### src/rtl/trace_stream_receiver.sv
// Trace stream receiver: unpacks AXI-Stream trace beats, rebuilds timestamps, buffers them.
// Define TRACE_RX_TLAST_CHECK_EN to enable per-frame beat counting and tlast_error.
module trace_stream_receiver #(
  parameter int TIMESTAMP_WIDTH = 64,
  parameter int RX_FIFO_DEPTH_LOG2 = 1,
  parameter int XLEN = 32,
  parameter int RISC_V_INSTRUCTION_WIDTH = 32,
  parameter int NO_OF_PERFORMANCE_EVENTS = 4,
  parameter int PERFORMANCE_EVENT_MOD_COUNTER_WIDTH = 8,
  parameter int CLK_COUNTER_WIDTH = 16,
  parameter logic [RISC_V_INSTRUCTION_WIDTH-1:0] WFI_INSTRUCTION = 32'h10500073,
  parameter int AXI_DATA_WIDTH = NO_OF_PERFORMANCE_EVENTS *
    PERFORMANCE_EVENT_MOD_COUNTER_WIDTH + NO_OF_PERFORMANCE_EVENTS +
    XLEN + CLK_COUNTER_WIDTH + RISC_V_INSTRUCTION_WIDTH
) (
  input  logic clk,
  input  logic rst,
  input  logic S_AXIS_tvalid,
  output logic S_AXIS_tready,
  input  logic [AXI_DATA_WIDTH-1:0] S_AXIS_tdata,
  input  logic S_AXIS_tlast,
  input  logic [31:0] tlast_interval,
  input  logic clear,
  output logic out_valid,
  input  logic out_ready,
  output logic [RISC_V_INSTRUCTION_WIDTH-1:0] out_instr,
  output logic [XLEN-1:0] out_pc,
  output logic [TIMESTAMP_WIDTH-1:0] out_timestamp,
  output logic [NO_OF_PERFORMANCE_EVENTS-1:0] out_overflow_map,
  output logic [NO_OF_PERFORMANCE_EVENTS*PERFORMANCE_EVENT_MOD_COUNTER_WIDTH-1:0] out_counters,
  output logic out_last,
  output logic [31:0] pkt_count,
  output logic tlast_error,
  output logic stopped
);

  localparam int IW = RISC_V_INSTRUCTION_WIDTH;
  localparam int NE = NO_OF_PERFORMANCE_EVENTS;
  localparam int CTRW = NE * PERFORMANCE_EVENT_MOD_COUNTER_WIDTH;
  localparam int PC_LSB = CTRW + NE;
  localparam int DT_LSB = PC_LSB + XLEN;
  localparam int IN_LSB = AXI_DATA_WIDTH - IW;
  localparam int AW = RX_FIFO_DEPTH_LOG2;
  localparam int DEPTH = 1 << AW;

  typedef enum logic [1:0] {IDLE, STREAM, STOPPED} state_t;

  typedef struct packed {
    logic [IW-1:0] instr;
    logic [XLEN-1:0] pc;
    logic [TIMESTAMP_WIDTH-1:0] ts;
    logic [NE-1:0] ovf;
    logic [CTRW-1:0] ctr;
    logic last;
  } entry_t;

  state_t state_q, state_d;
  logic rdy_q;
  logic [AW-1:0] wr_q, wr_d, rd_q, rd_d;
  logic [AW:0] cnt_q, cnt_d;
  logic [TIMESTAMP_WIDTH-1:0] ts_q, ts_d;
  logic [31:0] pkt_q, pkt_d;
  entry_t mem_q [DEPTH];
  entry_t in_e, head;
  logic push, pop, full, is_wfi;

  always_comb begin
    in_e.instr = S_AXIS_tdata[IN_LSB +: IW];
    in_e.pc = S_AXIS_tdata[PC_LSB +: XLEN];
    in_e.ovf = S_AXIS_tdata[CTRW +: NE];
    in_e.ctr = S_AXIS_tdata[0 +: CTRW];
    in_e.last = S_AXIS_tlast;
    in_e.ts = ts_q + TIMESTAMP_WIDTH'(S_AXIS_tdata[DT_LSB +: CLK_COUNTER_WIDTH]);
    is_wfi = in_e.instr == WFI_INSTRUCTION;
  end

  // rdy_q holds tready low until the first edge after reset is released
  always_comb begin
    full = cnt_q == (AW+1)'(DEPTH);
    S_AXIS_tready = rdy_q & ~full & (state_q != STOPPED);
    out_valid = cnt_q != '0;
    push = S_AXIS_tvalid & S_AXIS_tready & ~clear;
    pop = out_valid & out_ready & ~clear;
    state_d = state_q;
    wr_d = wr_q;
    rd_d = rd_q;
    ts_d = ts_q;
    pkt_d = pkt_q;
    cnt_d = cnt_q + (AW+1)'(push) - (AW+1)'(pop);
    if (clear) begin
      state_d = IDLE;
      wr_d = '0;
      rd_d = '0;
      cnt_d = '0;
      ts_d = '0;
      pkt_d = '0;
    end else begin
      if (push) begin
        wr_d = wr_q + AW'(1);
        ts_d = in_e.ts;
        pkt_d = pkt_q + 32'd1;
        if (state_q == IDLE)
          state_d = STREAM;
        else if (state_q == STREAM && S_AXIS_tlast && is_wfi)
          state_d = STOPPED;
      end
      if (pop) rd_d = rd_q + AW'(1);
    end
  end

  always_ff @(posedge clk or posedge rst) begin
    if (rst) begin
      state_q <= IDLE;
      rdy_q <= 1'b0;
      wr_q <= '0;
      rd_q <= '0;
      cnt_q <= '0;
      ts_q <= '0;
      pkt_q <= '0;
      for (int i = 0; i < DEPTH; i++) mem_q[i] <= '0;
    end else begin
      state_q <= state_d;
      rdy_q <= 1'b1;
      wr_q <= wr_d;
      rd_q <= rd_d;
      cnt_q <= cnt_d;
      ts_q <= ts_d;
      pkt_q <= pkt_d;
      if (push) mem_q[wr_q] <= in_e;
    end
  end

  assign head = mem_q[rd_q];
  assign out_instr = head.instr;
  assign out_pc = head.pc;
  assign out_timestamp = head.ts;
  assign out_overflow_map = head.ovf;
  assign out_counters = head.ctr;
  assign out_last = head.last;
  assign pkt_count = pkt_q;
  assign stopped = state_q == STOPPED;

`ifdef TRACE_RX_TLAST_CHECK_EN
  logic [31:0] fcnt_q, fcnt_d, fnext;
  logic err_q, err_d;

  // fnext is the 1-based position of the current beat within its frame
  always_comb begin
    fnext = fcnt_q + 32'd1;
    fcnt_d = fcnt_q;
    err_d = err_q;
    if (clear) begin
      fcnt_d = '0;
      err_d = 1'b0;
    end else if (push) begin
      if (S_AXIS_tlast) begin
        fcnt_d = '0;
        if (tlast_interval != '0 && fnext < tlast_interval && !is_wfi)
          err_d = 1'b1;
      end else begin
        fcnt_d = fnext;
        if (tlast_interval != '0 && fnext == tlast_interval)
          err_d = 1'b1;
      end
    end
  end

  always_ff @(posedge clk or posedge rst) begin
    if (rst) begin
      fcnt_q <= '0;
      err_q <= 1'b0;
    end else begin
      fcnt_q <= fcnt_d;
      err_q <= err_d;
    end
  end

  assign tlast_error = err_q;
`else
  logic unused_tlast;
  assign unused_tlast = ^tlast_interval;
  assign tlast_error = 1'b0;
`endif

endmodule

### config.mk
export PLATFORM = sky130hd
export DESIGN_NAME = trace_stream_receiver
export DESIGN_NICKNAME = d
export VERILOG_FILES = /design/src/rtl/trace_stream_receiver.sv
export SDC_FILE = /design/constraint.sdc
export NUM_CORES = 1
export LEC_CHECK = 0
export BUFFER_PORTS_ARGS = -buffer_cell sky130_fd_sc_hd__buf_4
export CORE_UTILIZATION = 37
export CTS_BUF_LIST = sky130_fd_sc_hd__clkbuf_8
export CTS_CLUSTER_DIAMETER = 30
export DETAILED_ROUTE_END_ITERATION = 6
export PLACE_DENSITY = 0.59
export SLEW_MARGIN = 5
export SYNTH_ARGS = -nofsm -noshare
export SYNTH_HDL_FRONTEND = slang
export SYNTH_SLANG_ARGS = --single-unit
### constraint.sdc
create_clock -name clk -period 15.35 [get_ports clk]
set_input_delay 1.535 -clock clk [delete_from_list [all_inputs] [get_ports clk]]
set_output_delay 1.535 -clock clk [all_outputs]
set_load 0.005 [all_outputs]
==> results.cfg, run 1 <==
[cts]
clock_latency_ns = 0.69
path_clk_slew_ns = 0.05
cts_buffers = 109
ctsResizeCount = 0
root_buffer = clkbuf_8
cts_sinks = 433
htreeDepth = 3
cts_hold_buffers = 0
post_cts_buffers = 0
ctsLongestPathBuffers = 3
tritoncts = built

[synthesis]
synth_fa_ha_area_share_pct = 1.25
ys_warn_count = 0
synth_compound_area_share_pct = 6.17
synth.most_common_cell = nand2_1
synth_top_family_by_area = simple AND/OR/NAND/NOR gates
synth_area_leaders = dfrtp_1, mux2_2, nand2_1
yosysSeqAreaShare_pct = 52.5
async_flop_share_pct = 100
synth_fp_nets = 2187
synth_top_area_share_pct = 52.5
synth_edf_count = 0
postSynthCellCount = 2013
yosys-top-cells-count = nand2_1, dfrtp_1, mux2_2, o21ai_0, nor2_1
yosys.area_share.xor_xnor_pct = 5.43
synth_area_um2 = 20700
ys_types = 69
synth-main-ff-cell = dfrtp_1
synth_seq_cells = 433
synthMuxAreaShare_pct = 15.1
avgSynthCellArea_um2 = 10.3
yosys.area_share.simple_pct = 17.1
yosys.area.top_type = dfrtp_1

[power]
p_leak_uw = 0.0127
p_per_area_nw_per_um2 = 139
ir_drop_v = 0.0000832

[sta]
finalCriticalPeriod_ns = 5.44
whs_ns = 0.468
setup_viol = 0
tightestPinTransition_ns = 1.10
period_share_pct = 35.4
maxSlewHeadroom_pct = 26.5
final.setup.tns_ns = 0
drv_slew = 0
clock.fmax_mhz = 184
hold_viol = 0
skew_ns = 0.0266
rsz0062_at_grt = no

[floorplanning]
core_area_um2 = 55100
initial_utilization_pct = 37.5
rows = 86
fp.dieW_um = 238
io_pins = 355
die-area_um2 = 56800
die_h_um = 238

[cells_and_area]
drive_above_1_share_pct = 34.2
area_delta_synth_final_pct = 27.3
fin_nets = 2525
fin_util_pct = 47.7

[setup_path]
crit_chain = buf_4 -> buf_4 -> mux2_2 -> buf_4
cp_max_fo = 71
worstPathRequired_ns = 13.82
path_class = reg2out
start_kind = register
end_kind = output port
cpMostUsedCell = buf_4
cpPeakStageDelay_ns = 0.92
slowest_stage = buf_4
critPathArrivalTime_ns = 3.90

[drt]
dr_total_vias = 15700
drt_wl_total_um = 55000
routedWlPerCell_um = 17.2
vias_per_cell = 4.93
antenna_left = 0
drc = 0
first_pass_iters = 4
drt_iter0_markers = 715

[global_routing]
grt_usage_pct = 19.3
grt_overflow = 0
grt_pass1_wl_um = 86800
grt_max_degree = 168
first_global_vias = 16000
antenna_found_initial = 7

[status]
status = complete, no violations

[job]
timing.max_cap.violations = 0

[placement]
gp_congestion = 0.826
placement.io_buffers = 321
hpwl_um = 35500

[min_path]
min_path_type = reg2reg
## worst paths after layout
check / from / slack (ns) / endpoint / cells after the start
min reg2reg: mem_q[276]$_DFFE_PP0P_ / 0.47 / mem_q[276]$_DFFE_PP0P_ / 2
max reg2reg: state_q[0]$_DFFE_PP0P_ / 11.04 / mem_q[55]$_DFFE_PP0P_ / 9
max: rd_q$_DFFE_PP0P_ / 9.91 / out_counters[10] / 4
max in group asynchronous: rst / 12.68 / rd_q$_DFFE_PP0P_ / 3
min in group asynchronous: rst / 1.08 / mem_q[58]$_DFFE_PP0P_ / 2
min: mem_q[276]$_DFFE_PP0P_ / 0.47 / mem_q[276]$_DFFE_PP0P_ / 2
## cells in the final DEF (no fill, tap or decap), types with 15 or more instances in the layout
cell,n
bufinv_16,17
clkbuf_8,127
clkinv_2,26
ha_1,19
or3_1,15
nor2_1,117
xnor2_1,37
a21oi_1,37
nand3_1,43
nand4_1,28
inv_1,34
xor2_1,91
mux2_2,277
and3_1,23
nand2_1,527
o21ai_0,123
buf_4,333
dfrtp_1,432
## critical path: cells and delay by family (launching register included)
kind / cells / cell delay, ns
mux: 1 / 0.45
flops: 1 / 0.83
buf+inv: 3 / 1.82
## per-stage QoR
stage | total power, uW | cell area (um^2) | instances | setup WS (ns)
final | 3660 | 26300 | 3197 | 9.91
after global routing | 3850 | 26300 | 3197 | 9.69
after CTS | 3710 | 26300 | 3193 | 9.79
after detailed placement | 2050 | 23700 | 2988 | 10.09
after global placement | 2030 | 23700 | 2988 | 10.08
after floorplan | 1770 | 20700 | 2013 | 1.75
## area by class of cell
type | count | area (um^2)
sequential | 433 | 10800
timing repair buffer | 334 | 2520
fill | 5187 | 28800
multi-input combinational | 1458 | 9340
inverter | 15 | 63.8
clock inverter | 78 | 845
antenna | 4 | 10.0
clock buffer | 127 | 1750
tap | 748 | 936
## power breakdown
group	switching, uW	internal, uW
clock	586	1050
combinational	280	333
sequential	90.3	1330
## per-layer routing
layer / vias to the layer above / share of wire (%) / track usage, %
met4: 6 / 2.9 / 7.63
met2: 388 / 47 / 30.5
met5: - / 0.076 / 0
met3: 108 / 5.4 / 4.86
met1: 7761 / 45 / 25.2
li1: 7485 / - / -
## state kept, by name, summed over array words and instances, names as in the netlist
register   flops
pkt_count     32
rd_q           1
ts_q          64
state_q        2
rdy_q          1
mem_q        330
wr_q           1
cnt_q          2
## kinds of logic after synthesis
family | after synthesis
AND/OR/NAND/NOR | 821
flip-flops | 433
multiplexers | 277
AO/OA/AOI/OAI | 210
XOR/XNOR | 128
buffers and inverters | 122
adder cells (fa/ha/maj) | 20
other | 2
(Power assumes the default switching activity.)
==> inputs of run 2 (changes only) <==
==> constraint.sdc (replaced) <==
create_clock -name clk -period 5.7 [get_ports clk]
set_input_delay 0.57 -clock clk [delete_from_list [all_inputs] [get_ports clk]]
set_output_delay 0.57 -clock clk [all_outputs]
set_load 0.005 [all_outputs]
==> run 2 against run 1 <==
Clock power increased to 2.9 times the previous value. Register-to-register slack worse by 8.7 ns. Utilization is 0.46 points higher. Final cell count grew 0.16%. Critical path type unchanged. Global-route usage about the same. Count of clock-buffer cells in the layout up 13.
==> results.cfg, run 2 (synthesis results as in run 1) <==
[cts]
cts_sinks = 433
post_cts_buffers = 0
ctsLongestPathBuffers = 3
tritoncts = built
cts_buffers = 113
clock_latency_ns = 0.69
cts_hold_buffers = 0
root_buffer = clkbuf_8
path_clk_slew_ns = 0.05
htreeDepth = 3
ctsResizeCount = 0

[power]
power_uw = 10200
ir_drop_v = 0.000256
p_comb_share_pct = 16.3
switching_power_uw = 2600
p_leak_uw = 0.0127
seq_power_share_pct = 37.6
p_clk_share_pct = 46.1
intPower_uw = 7570
p_sw_share_pct = 25.6
p_per_area_nw_per_um2 = 383

[setup_path]
reg2reg_slack_ns = 2.36
r2r_cells = 9
worstPathRequired_ns = 5.13
path_class = reg2out
end_kind = output port
start_kind = register
r2r-end = mem_q[88]$_DFFE_PP0P_
r2r_start = ts_q[6]$_DFFE_PP0P_
critPathArrivalTime_ns = 2.93
cp_max_fo = 114

[cells_and_area]
num-fill-cells = 5131
drive_above_1_share_pct = 34.6
layout_commonest_cell = nand2_1
max_flop_register = mem_q
area_delta_synth_final_pct = 28.6
seqCellArea_um2 = 10800
final_cell_mix = nand2_1, dfrtp_1, buf_4
multi_input_area_um2 = 9340
stdcell_area_um2 = 26600
largest_register_ffs = 330
fin_nets = 2529

[sta]
tightestPinTransition_ns = 1.13
period_share_pct = 61.4
maxSlewHeadroom_pct = 24.0
hold_viol = 0
setup_viol = 0
skew_ns = 0.0413
finalCriticalPeriod_ns = 3.50
rsz0062_at_grt = no
clock.fmax_mhz = 286
drv_slew = 0

[global_routing]
grt_usage_pct = 19.2
antenna_found_initial = 7
grt_overflow = 0
grt_pass1_wl_um = 86700
first_global_vias = 16000
grt_max_degree = 173

[drt]
first_pass_iters = 5
dr_total_vias = 15700
vias_per_cell = 4.92
drt_wl_total_um = 55200
routedWlPerCell_um = 17.3
drt_iter0_markers = 863
drc = 0
antenna_left = 0

[placement]
placement.io_buffers = 321
gp_congestion = 0.803
hpwl_um = 35300
placed_cell_area_um2 = 23800

[status]
status = complete, no violations

[floorplanning]
die-area_um2 = 56800
core_area_um2 = 55100
initial_utilization_pct = 37.5
rows = 86
io_pins = 355
fp.dieW_um = 238
die_h_um = 238

[min_path]
min_path_type = in2async

[job]
timing.max_cap.violations = 0
## run 2: through the flow
stage | hold slack, ns | TNS, ns | util (%) | worst slack [ns] | std cells
floorplan | 0.442 | -310.61 | - | -0.717 | 2013
global placement | 0.453 | 0 | 43.1 | 2.14 | 2988
detailed placement | 0.458 | 0 | 43.1 | 2.11 | 2988
CTS | 0.00570 | 0 | 48.2 | 2.13 | 3197
global route | 0.0392 | 0 | 48.2 | 2.07 | 3201
finish | 0.0477 | 0 | 48.2 | 2.20 | 3202
## run 2: area by class of cell
type	instances	area share (%)
Clock buffer	140	7.26
Inverter	15	0.226
Multi-Input combinational cell	1458	35.2
Antenna cell	5	0.0471
Timing Repair Buffer	334	9.73
Clock inverter	69	3.22
Sequential cell	433	40.8
Tap cell	748	3.52
## run 2: how the worst max path moves through the flow
stage	end	depth (start not counted)	slack [ns]	from
floorplan	cnt_q[0]$_DFF_PP0_	1	-0.72	rst
global placement	mem_q[88]$_DFFE_PP0P_	10	2.14	S_AXIS_tdata[76]
detailed placement	mem_q[88]$_DFFE_PP0P_	10	2.11	S_AXIS_tdata[76]
CTS	out_counters[3]	3	2.13	rd_q$_DFFE_PP0P_
global route	out_counters[3]	3	2.07	rd_q$_DFFE_PP0P_
finish	out_timestamp[7]	3	2.20	rd_q$_DFFE_PP0P_
## run 2: power by group through the flow
stage	Combinational [uW]	Clock (uW)	Sequential (uW)
after floorplan	981	0	3790
after global placement	1630	0	3830
after detailed placement	1660	0	3870
after CTS	1670	4810	3830
after global routing	1810	4980	3880
final	1650	4690	3820
## run 2: per-layer routing
metal  share of wire [%]  GRT usage (%)  vias up  wire [um]
met5               0.049              0        -         27
met4                 3.0           8.10        4       1680
met3                 6.2           5.07      106       3420
met2                  47           30.3      400      25800
met1                  44           25.1     7725      24300
li1                    -              -     7512          -
## run 2: worst max-delay path, cell delays in order (launching register included)
cell and delay (ns):
dfrtp_4 0.98, buf_12 0.56, mux2_2 0.42, buf_4 0.15
